$ cat src/rtl/powlib_sdnsizer_pkg.sv
// Shared types and elaboration helpers for the width down-converter.
package powlib_sdnsizer_pkg;

  typedef enum logic {IDLE = 1'b0, SEND = 1'b1} state_t;

  function automatic int powlib_clogb2(input int v);
    int r;
    r = 0;
    while ((1 << r) < v) r++;
    return r;
  endfunction

  function automatic bit is_pow2(input int v);
    return (v > 0) && ((v & (v - 1)) == 0);
  endfunction

endpackage

$ cat src/rtl/powlib_flipflop.sv
// Register with optional load enable and async active-low clear.
module powlib_flipflop #(
  parameter int W    = 1,
  parameter int EVLD = 1
) (
  input  logic         clk,
  input  logic         rst,
  input  logic         vld,
  input  logic [W-1:0] d,
  output logic [W-1:0] q
);

  logic en;

  if (EVLD != 0) begin : g_en
    assign en = vld;
  end else begin : g_free
    assign en = 1'b1;
  end

  always_ff @(posedge clk or negedge rst) begin
    if (!rst) q <= '0;
    else if (en) q <= d;
  end

endmodule

$ cat src/rtl/powlib_sdnsizer.sv
// Width down-converter: one W-bit word in, up to R narrow beats out, LSB slice first.
module powlib_sdnsizer
  import powlib_sdnsizer_pkg::*;
#(
  parameter int    W    = 32,
  parameter int    R    = 4,
  parameter int    EDBG = 0,
  parameter string ID   = "SDNSIZE"
) (
  input  logic                       clk,
  input  logic                       rst,
  input  logic [W-1:0]               wrdata,
  input  logic [powlib_clogb2(R)-1:0] wrbeats,
  input  logic                       wrvld,
  output logic                       wrrdy,
  output logic [W/R-1:0]             rddata,
  output logic                       rdlast,
  output logic                       rdvld,
  input  logic                       rdrdy
);

  localparam int BW = powlib_clogb2(R);
  localparam int WO = W / R;

  if (EDBG != 0) begin : g_chk
    if (!is_pow2(R) || R < 2 || (W % R) != 0) begin : g_bad
      $error("%s: illegal parameters W=%0d R=%0d", ID, W, R);
    end
  end

  state_t               state;
  logic [R-1:0][WO-1:0] hold;
  logic [BW-1:0]        lastidx;
  logic [BW-1:0]        idx;
  logic                 load;
  logic                 adv;

  assign rdvld  = (state == SEND);
  assign rdlast = rdvld && (idx == lastidx);
  assign rddata = hold[idx];
  // rdrdy -> wrrdy is the one combinational through-path; it is what makes reload bubble-free.
  assign wrrdy  = rst && ((state == IDLE) || (rdlast && rdrdy));
  assign load   = wrvld && wrrdy;
  assign adv    = rdvld && rdrdy && !rdlast;

  for (genvar g = 0; g < R; g++) begin : g_lane
    powlib_flipflop #(.W(WO), .EVLD(1)) u_hold (
      .clk (clk),
      .rst (rst),
      .vld (load),
      .d   (wrdata[g*WO +: WO]),
      .q   (hold[g])
    );
  end

  powlib_flipflop #(.W(BW), .EVLD(1)) u_lastidx (
    .clk (clk),
    .rst (rst),
    .vld (load),
    .d   (wrbeats),
    .q   (lastidx)
  );

  // idx stops at lastidx, so reload is the only clear it ever needs.
  always_ff @(posedge clk or negedge rst) begin
    if (!rst) begin
      state <= IDLE;
      idx   <= '0;
    end else begin
      if (load)     idx <= '0;
      else if (adv) idx <= idx + 1'b1;
      case (state)
        IDLE: if (wrvld) state <= SEND;
        SEND: if (rdrdy && rdlast && !wrvld) state <= IDLE;
      endcase
    end
  end

endmodule

$ cat config.mk
export PLATFORM = sky130hd
export DESIGN_NAME = powlib_sdnsizer
export DESIGN_NICKNAME = d
export VERILOG_FILES = /design/src/rtl/powlib_sdnsizer_pkg.sv /design/src/rtl/powlib_flipflop.sv /design/src/rtl/powlib_sdnsizer.sv
export SDC_FILE = /design/constraint.sdc
export NUM_CORES = 1
export LEC_CHECK = 0
export CORE_MARGIN = 3
export CORE_UTILIZATION = 54
export DETAILED_ROUTE_END_ITERATION = 7
export PLACE_DENSITY = 0.9
export REMOVE_ABC_BUFFERS = 1
export SYNTH_ARGS = -nofsm -noshare
export SYNTH_HDL_FRONTEND = slang
export SYNTH_SLANG_ARGS = --single-unit
$ cat constraint.sdc
create_clock -name clk -period 2.06 [get_ports clk]
set_input_delay 0.618 -clock clk [delete_from_list [all_inputs] [get_ports clk]]
set_output_delay 0.618 -clock clk [all_outputs]
set_load 0.05 [all_outputs]
# [Yosys cells after proc, flatten, opt, wreduce, memory -nomap -nowiden]
# Index checks and enable logic that the tools add are counted.
[classes] n_addsub=1 order_cmp=1 n_eq_ne=1 muxes=7 n_bitwise=1 reduce_logical=11
[op_table] cell="8-bit binary-select mux with 2-bit select" count=1
[op_table] cell="8-bit two-way mux" count=1
[op_table] cell="1-bit logical AND" count=7
[op_table] cell="2-bit two-way mux" count=2
[op_table] cell="2-bit by 3-bit < comparator with 1-bit output, second input constant" count=1
[op_table] cell="2-bit by 1-bit adder with 2-bit output, second input constant" count=1
[op_table] cell="2-bit equality test" count=1
[op_table] cell="1-bit zero test" count=2
[op_table] cell="1-bit two-way mux" count=2
[op_table] cell="1-bit one-hot mux with 2 select lines" count=1
[op_table] cell="2-bit nonzero test" count=1
[op_table] cell="1-bit logical OR" count=1
[op_table] cell="1-bit NOT" count=1
[totals] register_bits=37 inputBits=38 out_inout_bits=11 wordCells=29

# [Logic depth before layout (Yosys ltp)]
[logic_depth] word_depth=7 mapped_depth=6 depth_no_buf=3

# [Modules after synthesis]
# Synthesis repeated with hierarchy kept, for this count alone.
[hier_totals] cells_unflattened=104 hier_area_um2=1799.2
[by_module_without_submodules] module="powlib_flipflop (g_lane[0].u_hold ...)" n_inst=4 cells_per_inst=17 area_each_um2=331.6 seq_area_each_um2=200.2
[by_module_without_submodules] module="powlib_sdnsizer" n_inst=1 cells_per_inst=32 area_each_um2=400.4 seq_area_each_um2=75.1
[by_module_without_submodules] module="powlib_flipflop (u_lastidx)" n_inst=1 cells_per_inst=4 area_each_um2=72.6 seq_area_each_um2=50.0

# [Worst setup path before layout]
# OpenSTA, ideal clock, no wires.
[synth_timing] path_kind="register to output" start="register state, in the netlist rdvld" end="output rdlast" arrival_ns=2.197 t_required_ns=1.442 slack_ns=-0.755 path_stages_with_launch=3 n_path_buf=1 path_cell_list="dfrtp_1 > clkbuf_1 > nor3b_1"
[synth_between] elab_chain_len=1
[synth_lines] element="start: declaration" line="powlib_sdnsizer.sv:31" text="state_t state;"
[synth_lines] element="start signal: assignment" line="powlib_sdnsizer.sv:67" text="state <= IDLE;"
[synth_lines] element="start signal: assignment" line="powlib_sdnsizer.sv:73" text="IDLE: if (wrvld) state <= SEND;"
[synth_lines] element="start signal: assignment" line="powlib_sdnsizer.sv:74" text="SEND: if (rdrdy && rdlast && !wrvld) state <= IDLE;"
[synth_lines] element="1-bit logical AND" line="powlib_sdnsizer.sv:39" text="assign rdlast = rdvld && (idx == lastidx);"
[synth_lines] element="end: declaration" line="powlib_sdnsizer.sv:17" text="output logic rdlast,"
# Every way passes these cells.

# [Worst setup path in the final report]
[layout_timing] start="register idx[0]" end="output wrrdy"
[layout_between] elab_chain_len=5
[layout_lines] element="start: declaration" line="powlib_sdnsizer.sv:34" text="logic [BW-1:0] idx;"
[layout_lines] element="start signal: assignment" line="powlib_sdnsizer.sv:71" text="else if (adv) idx <= idx + 1'b1;"
[layout_lines] element="2-bit equality test" line="powlib_sdnsizer.sv:39"
[layout_lines] element="1-bit logical AND" line="powlib_sdnsizer.sv:39"
[layout_lines] element="1-bit logical AND" line="powlib_sdnsizer.sv:42" text="assign wrrdy = rst && ((state == IDLE) || (rdlast && rdrdy));"
[layout_lines] element="1-bit logical OR" line="powlib_sdnsizer.sv:42"
[layout_lines] element="1-bit logical AND" line="powlib_sdnsizer.sv:42"
[layout_lines] element="end: declaration" line="powlib_sdnsizer.sv:15" text="output logic wrrdy,"
# Every way passes these cells.

==> run metrics <==
GRT busiest layer met2; CTS root buf clkbuf_8; Max Cap Viol 0; Clock Sinks 37; clock slew at reported path FFs 0.08 ns; filler cell count 395; Antenna diodes 0; Final Max Slew Viols 0; worst-skew pair later-pin latency 0.30 ns; Worst Max-Slew Pin Slew 0.4653 ns; register area share after synthesis 0.3068; Setup violations, final 10; clk_skew 0.006316 ns; Placement Setup Slack -0.3906 ns; input/output buffers 48; synthesized area 3018 µm²; DRC viols 0; LEAKAGE 1.417 nW; CP peak stage delay 0.42 ns; met2 Use GR 0.4528; Synth Register Bits 37; clk buf depth 2; critical path's slowest cell dfrtp_1; Starting Density 0.5726; final worst slack -0.1737 ns; cts hold-fix bufs 0; Hold Worst Slack 0.3919 ns; Num CTS Buffers 5; Final ANT Viol Nets 0; WL/cell 18.99 µm; RSZ-0062 raised after global routing yes; slew margin rel. 0.6898; r2r setup slk 0.17 ns; synthesized area per cell 9.402 µm²; DRT iter0 DRCs 234; CTS tree yes; most common cell after layout, fill and taps aside nand2_1; GP Congestion 0.7733; total iterations of the first detailed-routing run 5; share of cells above drive strength 1 0.1972; HPWL after DPL 5.130 mm; failing checks setup timing; Sw Pwr 2.311 mW; switch share 0.4570; WP buf/inv 2; Final period util 1.084; most frequent cells in the layout 38 x nand2_1, 36 x dfrtp_1, 35 x clkdlybuf4s50_1, 28 x nand3_1; warnings from Yosys 0; initial antenna violation count 0; Max FO, Critical Path 6; Total Power 5.058 mW; CP cell instances buf_12 > xor2_4 > o31a_1 > nor2b_2 > buf_12; internal power 2.746 mW; met3 Resource Use GR 0.04656; CTS H-Tree Depth 2; critical path launch point type flip-flop; vias in the first global route 2,958; Boundary Pins 49; Flop pwr share 0.225; most frequent CP cell buf_12; combinational fraction of design power 0.623; CP Capture Type output pin; pwr/cell area 1335 nW/µm²; Netlist cell types 37; FMAX 0.4477 GHz; gr usage total 0.2729; reg2reg end g_lane[1].u_hold.q[5]; Req. time, crit path 1.44 ns; grt total ovfl 0; core area 5270 µm²; critical path class reg -> out; total wire length 8.164 mm; Die X 80.76 µm; Worst R2R Start idx[0]; Die ar. 6521 µm²; CP arrival 1.62 ns; fin crit period 2.234 ns; die height 80.76 µm; Tightest Hold Check Type in -> async; first-pass GRT wire length 14.01 mm; Synth Instances 321; # nets final 397; Std-Cell Rows 26; Area Growth Syn to Fin 25.50%; Peak VDD IR 0.001294 V; outcome finished with violations; met1 Track Usage GR 0.3650; R2R cell count 6; CP top delay family flip-flops; drt via density 6.730; Hold Vio Cnt, Final 0; vias post-DR 2,894; maximum number of pins on one net before global-route repair 48; clock share of power 0.152
[cell usage after synthesis]
cell type | number | area (µm²)
nand2_1 | 38 | 142.6
dfrtp_1 | 37 | 925.9
nand3_1 | 28 | 140.1
and4b_1 | 27 | 270.3
or4_1 | 27 | 202.7
a211oi_1 | 25 | 187.7
a21boi_0 | 25 | 187.7
o211ai_1 | 25 | 187.7
clkbuf_1 | 23 | 86.33
inv_1 | 9 | 33.78
buf_2 | 8 | 40.04
mux4_2 | 7 | 157.7
o32ai_2 | 7 | 113.9
buf_6 | 5 | 56.30
buf_4 | 4 | 30.03
a221oi_1 | 2 | 17.52
and2_1 | 2 | 12.51
buf_8 | 2 | 30.03
nor2b_1 | 2 | 12.51
a211o_1 | 1 | 8.760
a2bb2oi_2 | 1 | 15.01
and2b_1 | 1 | 7.510
buf_1 | 1 | 3.750
inv_2 | 1 | 3.750
mux4_1 | 1 | 26.28
nand3b_1 | 1 | 7.510
nor3b_1 | 1 | 7.510
nor4_4 | 1 | 21.27
o2111ai_1 | 1 | 8.760
o21a_1 | 1 | 7.510
o21ai_0 | 1 | 5.000
o21ai_1 | 1 | 5.000
o221ai_2 | 1 | 15.01
o31a_1 | 1 | 8.760
or2_1 | 1 | 6.260
xor2_1 | 1 | 8.760
xor2_2 | 1 | 16.27
[how the worst max path moves through the flow]
stage           start    end  slack [ns]  cells after the start
3_5_place_dp    rdrdy  wrrdy       -0.39                      5
4_1_cts        idx[0]  wrrdy       -0.18                      5
2_1_floorplan  idx[0]  wrrdy       -1.94                      3
5_1_grt        idx[0]  wrrdy       -0.21                      5
3_3_place_gp    rdrdy  wrrdy       -0.38                      5
6_report       idx[0]  wrrdy       -0.17                      5
[layer usage]
metal  part of all wire  vias up
met5                  0        -
met4              0.016        0
met3              0.067       12
met2               0.50      127
met1               0.42     1417
li1                   -     1338
[area by class of cell]
class / count / area (µm²) / share of cell area
timing repair buffer: 74 / 757.0 / 0.1999
multi-input combinational: 231 / 1844 / 0.4870
clock buffer: 5 / 68.82 / 0.01817
clock inverter: 3 / 65.06 / 0.01718
tap: 70 / 87.58 / 0.02313
sequential: 37 / 927.1 / 0.2448
inverter: 10 / 37.54 / 0.009911
[power by group through the flow]
stage	Clock [mW]	Combinational, mW	Sequential [mW]
3_3_place_gp	0	2.93	1.12
6_report	0.771	3.15	1.14
5_1_grt	0.807	3.40	1.16
2_1_floorplan	0	1.82	1.20
3_5_place_dp	0	3.02	1.14
4_1_cts	0.772	3.13	1.13
[flip-flops by register name (all words and copies together), names as in the netlist]
| signal | count |
|---|---|
| u_lastidx.q | 2 |
| rdvld | 1 |
| idx | 2 |
| g_lane.u_hold.q | 32 |
[cell families (layout without fill, tap and decap cells)]
family,count (synthesis),in the layout,synth area share
simple gates,129,129,0.2753
xor+xnor,2,2,0.008294
buf+inv,53,92,0.09411
compound gates,92,92,0.2546
mux,8,8,0.06095
flops,37,37,0.3068
[metrics by stage]
step	setup TNS, ns	utilization	instance area, µm²	cells
6_report	-1.138	0.7187	3787	430
2_1_floorplan	-42.88	-	2771	278
5_1_grt	-1.439	0.7187	3787	430
4_1_cts	-1.234	0.7184	3786	430
3_3_place_gp	-4.121	0.6868	3620	420
3_5_place_dp	-5.374	0.6868	3620	420
[timing repair]
action | 4_1_cts | 5_1_grt
gates resized for setup | 8 | 1
setup endpoints to repair | 10 | 10
setup buffers | 2 | 0
pin swaps | 1 | 2
(Power assumes the default switching activity.)
==> RTL change 1: new RTL, config.mk and constraints unchanged <==
`R`: 4 -> 3.
--- a/src/rtl/powlib_sdnsizer.sv
+++ b/src/rtl/powlib_sdnsizer.sv
@@ -4,5 +4,5 @@
 #(
   parameter int    W    = 32,
-  parameter int    R    = 4,
+  parameter int    R    = 3,
   parameter int    EDBG = 0,
   parameter string ID   = "SDNSIZE"
Ports: changed (resized rddata); port bits go from 49 to 51. The function was not compared with the original's and may differ.
==> RTL change 1 against the original RTL <==
  * Critical path type unchanged
  * Global-route usage grew 0.85 points
  * Sequential cell count is 2 lower
  * Count of clock-buffer cells in the layout unchanged
  * Die area is 39% lower
  * Synthesized area decreased by 42%
  * Final cell count down 44%
  * The flow still finishes with violations (setup timing)
  * Combinational power grew 18%
  * Cell area decreased by 27%
  * Clock power is 35% lower
  * Worst hold slack lost 160 ps
  * Worst setup slack worse by 27 ps
  * Wire length is 34% lower
  * Total power up 11%
==> RTL change 1: results (changes against the original RTL) <==
<table>
<tr><th>Metric</th><th>Value</th></tr>
<tr><th colspan="2">Global route</th></tr>
<tr><td>Met2 routing resource usage after global routing</td><td>50.72% (was 45.28%)</td></tr>
<tr><td>Met1 GRT Util</td><td>34.31% (was 36.50%)</td></tr>
<tr><td>GRT Overall Usage</td><td>28.13% (was 27.29%)</td></tr>
<tr><td>Pin count of the biggest net entering global routing</td><td>27 (was 48)</td></tr>
<tr><th colspan="2">Status</th></tr>
<tr><td>Violations in the final reports</td><td>setup timing (unchanged)</td></tr>
<tr><td>Status</td><td>finished with violations (unchanged)</td></tr>
<tr><th colspan="2">Place</th></tr>
<tr><td>Post-Place Setup Slack</td><td>-231.7 ps (was -390.6 ps)</td></tr>
<tr><th colspan="2">Drt</th></tr>
<tr><td>Met2 routed wirelength</td><td>2905 um (was 4053 um)</td></tr>
<tr><td>Pre-Repair DR Iteration Count</td><td>4 (was 5)</td></tr>
<tr><th colspan="2">CTS</th></tr>
<tr><td>Post-CTS setup buffer count</td><td>7 (was 2)</td></tr>
<tr><th colspan="2">Timing</th></tr>
<tr><td>Slack of the critical path</td><td>-201.0 ps (was -173.7 ps)</td></tr>
<tr><td>Endpoints failing setup</td><td>12 (was 10)</td></tr>
<tr><th colspan="2">Power and ir drop</th></tr>
<tr><td>Leakage power</td><td>1.207 nW (was 1.417 nW)</td></tr>
<tr><td>Maximum VDD drop</td><td>1381 uV (was 1294 uV)</td></tr>
<tr><td>Total net switching power</td><td>2.387 mW (was 2.311 mW)</td></tr>
<tr><th colspan="2">Synthesis</th></tr>
<tr><td>Number of library cell types mapped by synthesis</td><td>24 (was 37)</td></tr>
<tr><td>Share of cell area taken by muxes after synthesis</td><td>32.84% (was 6.095%)</td></tr>
<tr><td>Top post-synthesis cells by count</td><td>35 x sky130_fd_sc_hd__dfrtp_1, 29 x sky130_fd_sc_hd__mux2_4, 13 x sky130_fd_sc_hd__nand2_1 (was 38 x sky130_fd_sc_hd__nand2_1, 37 x sky130_fd_sc_hd__dfrtp_1, 28 x sky130_fd_sc_hd__nand3_1)</td></tr>
<tr><th colspan="2">Layout</th></tr>
<tr><td>Largest regs</td><td>g_lane.u_hold.q (30), idx (2), u_lastidx.q (2) (was g_lane.u_hold.q (32), idx (2), u_lastidx.q (2))</td></tr>
<tr><th colspan="2">Critical path</th></tr>
<tr><td>Critical Path Fanout Max</td><td>4 (was 6)</td></tr>
</table>
==> RTL change 1: cell count changes in the layout (fill, tap and decap cells not counted), moves of 25 or more <==
| cell | change |
|---|---|
| sky130_fd_sc_hd__a211oi_1 | -25 |
| sky130_fd_sc_hd__nand3_1 | -26 |
| sky130_fd_sc_hd__and4b_1 | -27 |
| sky130_fd_sc_hd__nand2_1 | -25 |
| sky130_fd_sc_hd__o211ai_1 | -25 |
| sky130_fd_sc_hd__or4_1 | -27 |
| sky130_fd_sc_hd__a21boi_0 | -25 |
| sky130_fd_sc_hd__mux2_4 | +29 |
==> RTL change 1: final timing paths <==
kind / slack (ps) / to
setup / recovery: -200 / rddata[6]
max in group asynchronous: 1460 / g_lane[1].u_hold.q[3]
min in group clk: 520 / g_lane[2].u_hold.q[4]
hold / removal: 240 / g_lane[0].u_hold.q[8]
hold reg to reg: 520 / g_lane[2].u_hold.q[4]
setup reg to reg: 110 / g_lane[0].u_hold.q[9]
==> RTL change 1: area by class of cell <==
type | count | area (um2) | share of cell area [%]
Tap cell | 44 | 55.05 | 1.993
Clock inverter | 3 | 43.79 | 1.585
Multi-Input combinational cell | 84 | 949.7 | 34.38
Inverter | 2 | 7.507 | 0.2717
Timing Repair Buffer | 69 | 788.3 | 28.53
Clock buffer | 5 | 37.54 | 1.359
Sequential cell | 35 | 880.8 | 31.88
==> RTL change 1: power by group through the flow <==
stage | clock (mW) | combinational [mW] | sequential, mW
4_1_cts | 0.504 | 3.51 | 1.34
5_1_grt | 0.533 | 3.85 | 1.43
6_report | 0.505 | 3.72 | 1.40
3_5_place_dp | 0 | 3.11 | 1.32
3_3_place_gp | 0 | 3.01 | 1.29
2_1_floorplan | 0 | 1.75 | 1.30
==> RTL change 2: new RTL, config.mk and constraints unchanged <==
Made on the original files. Make the reset (`rst`) synchronous in 2 clocked blocks. Comments in the files are not updated.
--- a/src/rtl/powlib_flipflop.sv
+++ b/src/rtl/powlib_flipflop.sv
@@ -19,5 +19,5 @@
   end
 
-  always_ff @(posedge clk or negedge rst) begin
+  always_ff @(posedge clk) begin
     if (!rst) q <= '0;
     else if (en) q <= d;
--- a/src/rtl/powlib_sdnsizer.sv
+++ b/src/rtl/powlib_sdnsizer.sv
@@ -63,5 +63,5 @@
 
   // idx stops at lastidx, so reload is the only clear it ever needs.
-  always_ff @(posedge clk or negedge rst) begin
+  always_ff @(posedge clk) begin
     if (!rst) begin
       state <= IDLE;
Behaviour: differs if rst is asserted again (counterexample within 4 cycles, from zero or initial values and one cycle with rst low); with rst held inactive, the same outputs for 10 cycles.
==> RTL change 2 against the original RTL <==
  * The run still ends with setup timing left
  * Combinational power down 86%
  * Global-route usage down 5.6 points
  * Largest cell class unchanged
  * Non-clock buffer count is 10 lower
  * Sequential cell count did not move
  * Worst setup slack better by 33 ps
  * Highest routed layer unchanged
  * Synthesized area shrank 44%
  * Wire length is 52% lower
  * Critical endpoint is now rddata[5]
  * Synthesized cell count fell by 54%
  * Critical path type unchanged
  * Cell area shrank 36%
  * Sequential power shrank 29%
  * Total power decreased by 66%
  * First-iteration DRC count fell by 66%
==> RTL change 2: results (changes against the original RTL) <==
<table>
<tr><th>Metric</th><th>Value</th></tr>
<tr><th colspan="2">Critical path</th></tr>
<tr><td>End of the worst register-to-register path</td><td>g_lane[2].u_hold.q[1] (was g_lane[1].u_hold.q[5])</td></tr>
<tr><td>Worst r2r src</td><td>idx[1] (was idx[0])</td></tr>
<tr><td>Arrival time worst endpoint</td><td>1580 ps (was 1620 ps)</td></tr>
<tr><td>Worst path slowest cell</td><td>sky130_fd_sc_hd__mux4_2 (was sky130_fd_sc_hd__dfrtp_1)</td></tr>
<tr><th colspan="2">Global route</th></tr>
<tr><td>First-pass GRT wire length</td><td>5858 um (was 14,010 um)</td></tr>
<tr><td>Pin count of the biggest net entering global routing</td><td>41 (was 48)</td></tr>
<tr><td>Via count of the first global-routing pass</td><td>1,319 (was 2,958)</td></tr>
<tr><th colspan="2">Timing</th></tr>
<tr><td>Largest clock skew in the final design</td><td>17.61 ps (was 6.316 ps)</td></tr>
<tr><td>Endpoints failing setup</td><td>10 (unchanged)</td></tr>
<tr><td>Setup TNS</td><td>-1088 ps (was -1138 ps)</td></tr>
<tr><td>Slack of the critical path</td><td>-140.2 ps (was -173.7 ps)</td></tr>
<tr><th colspan="2">Status</th></tr>
<tr><td>Violations in the final reports</td><td>setup timing (unchanged)</td></tr>
<tr><td>Status</td><td>finished with violations (unchanged)</td></tr>
<tr><th colspan="2">Layout</th></tr>
<tr><td>Number of nets in the finished design</td><td>246 (was 397)</td></tr>
<tr><th colspan="2">CTS</th></tr>
<tr><td>Latest clock arrival within the worst-skew pair</td><td>360 ps (was 300 ps)</td></tr>
<tr><td>Clock slew at reported path FFs</td><td>100 ps (was 80 ps)</td></tr>
<tr><td>Buffer cell driving the clock tree root</td><td>sky130_fd_sc_hd__clkbuf_4 (was sky130_fd_sc_hd__clkbuf_8)</td></tr>
<tr><th colspan="2">Power and ir drop</th></tr>
<tr><td>Maximum VDD drop</td><td>709.0 uV (was 1294 uV)</td></tr>
<tr><td>Leakage power</td><td>1.026 nW (was 1.417 nW)</td></tr>
<tr><td>Total net switching power</td><td>489.0 uW (was 2.311 mW)</td></tr>
<tr><th colspan="2">Drt</th></tr>
<tr><td>Detailed Route Iter0 Violations</td><td>80 (was 234)</td></tr>
<tr><td>Pre-Repair DR Iteration Count</td><td>4 (was 5)</td></tr>
<tr><th colspan="2">Synthesis</th></tr>
<tr><td>Top post-synthesis cells by count</td><td>37 x sky130_fd_sc_hd__dfxtp_1, 34 x sky130_fd_sc_hd__mux2i_1, 34 x sky130_fd_sc_hd__nor2b_1 (was 38 x sky130_fd_sc_hd__nand2_1, 37 x sky130_fd_sc_hd__dfrtp_1, 28 x sky130_fd_sc_hd__nand3_1)</td></tr>
<tr><td>Part of the Yosys area used for sequential elements</td><td>43.88% (was 30.68%)</td></tr>
<tr><th colspan="2">Worst hold path</th></tr>
<tr><td>Hold crit path type</td><td>flip-flop to flip-flop (was primary input to async pin)</td></tr>
<tr><th colspan="2">Place</th></tr>
<tr><td>Half-perimeter wire length after detailed placement</td><td>2627 um (was 5130 um)</td></tr>
</table>
-- RTL change 2: cell count changes after synthesis, sizes merged, moves of 32 or more --
cell,change
nor2b,+32
mux2i,+34
dfrtp,-37
dfxtp,+37
nand2,-34
-- RTL change 2: per-layer routing --
metal  GRT usage, %  wire length (um)  vias to the layer above
li1               -                 -                      639
met3          7.438               240                        8
met1          24.61              1602                      606
met5              0                 0                        -
met2          36.92              2027                       52
met4          9.394                56                        0
-- RTL change 2: critical path, delay by kind of cell, from the launching register on --
kind / cells / cell delay [ps]
multiplexers: 1 / 490
flip-flops: 1 / 370
buffers and inverters: 3 / 380
-- RTL change 2: how the worst max path moves through the flow --
stage / start / to / cells after the start
floorplan: idx[1] / g_lane[0].u_hold.q[0] / 4
global placement: rst / wrrdy / 3
detailed placement: rdrdy / g_lane[2].u_hold.q[1] / 7
CTS: idx[1] / wrrdy / 6
global route: idx[1] / rddata[5] / 4
finish: idx[1] / rddata[5] / 4
-- RTL change 2: area by class of cell --
| type | instances | area (um2) |
|---|---|---|
| Clock buffer | 7 | 65.06 |
| Clock inverter | 1 | 5.005 |
| Fill cell | 162 | 455.4 |
| Inverter | 2 | 7.507 |
| Multi-Input combinational cell | 98 | 888.4 |
| Sequential cell | 37 | 742.0 |
| Tap cell | 42 | 52.55 |
| Timing Repair Buffer | 64 | 660.6 |
-- RTL change 2: cells by family after synthesis --
| family | count (synthesis) | synth area share (%) |
|---|---|---|
| AND/OR/NAND/NOR | 47 | 16.60 |
| AO/OA/AOI/OAI | 7 | 3.114 |
| buffers and inverters | 12 | 4.521 |
| XOR/XNOR | 2 | 1.038 |
| multiplexers | 42 | 30.84 |
| flip-flops | 37 | 43.88 |
-- RTL change 2: through the flow --
step	std cells	hold slack [ps]	setup slack [ps]	instance area (um2)
floorplan	137	480.1	-554.7	1619
global placement	238	492.4	-140.2	2258
detailed placement	238	504.6	-204.7	2258
CTS	248	536.8	-139.9	2395
global route	251	558.6	-196.6	2421
finish	251	528.3	-140.2	2421
-- RTL change 2: power by group through the flow --
stage                     sequential (mW)  combinational [mW]  clock [mW]
final                               0.806               0.456       0.445
after global routing                0.812               0.483       0.483
after CTS                           0.805               0.450       0.456
after detailed placement            0.821               0.426           0
after global placement              0.815               0.413           0
after floorplan                     0.818               0.242           0
-- RTL change 2: timing repair --
item / in CTS / in global routing
gates resized for setup: 14 / 1
hold endpoints to repair: 0 / 0
pin swaps: 3 / 3
setup endpoints to repair: 10 / 10
setup buffers: 2 / 3
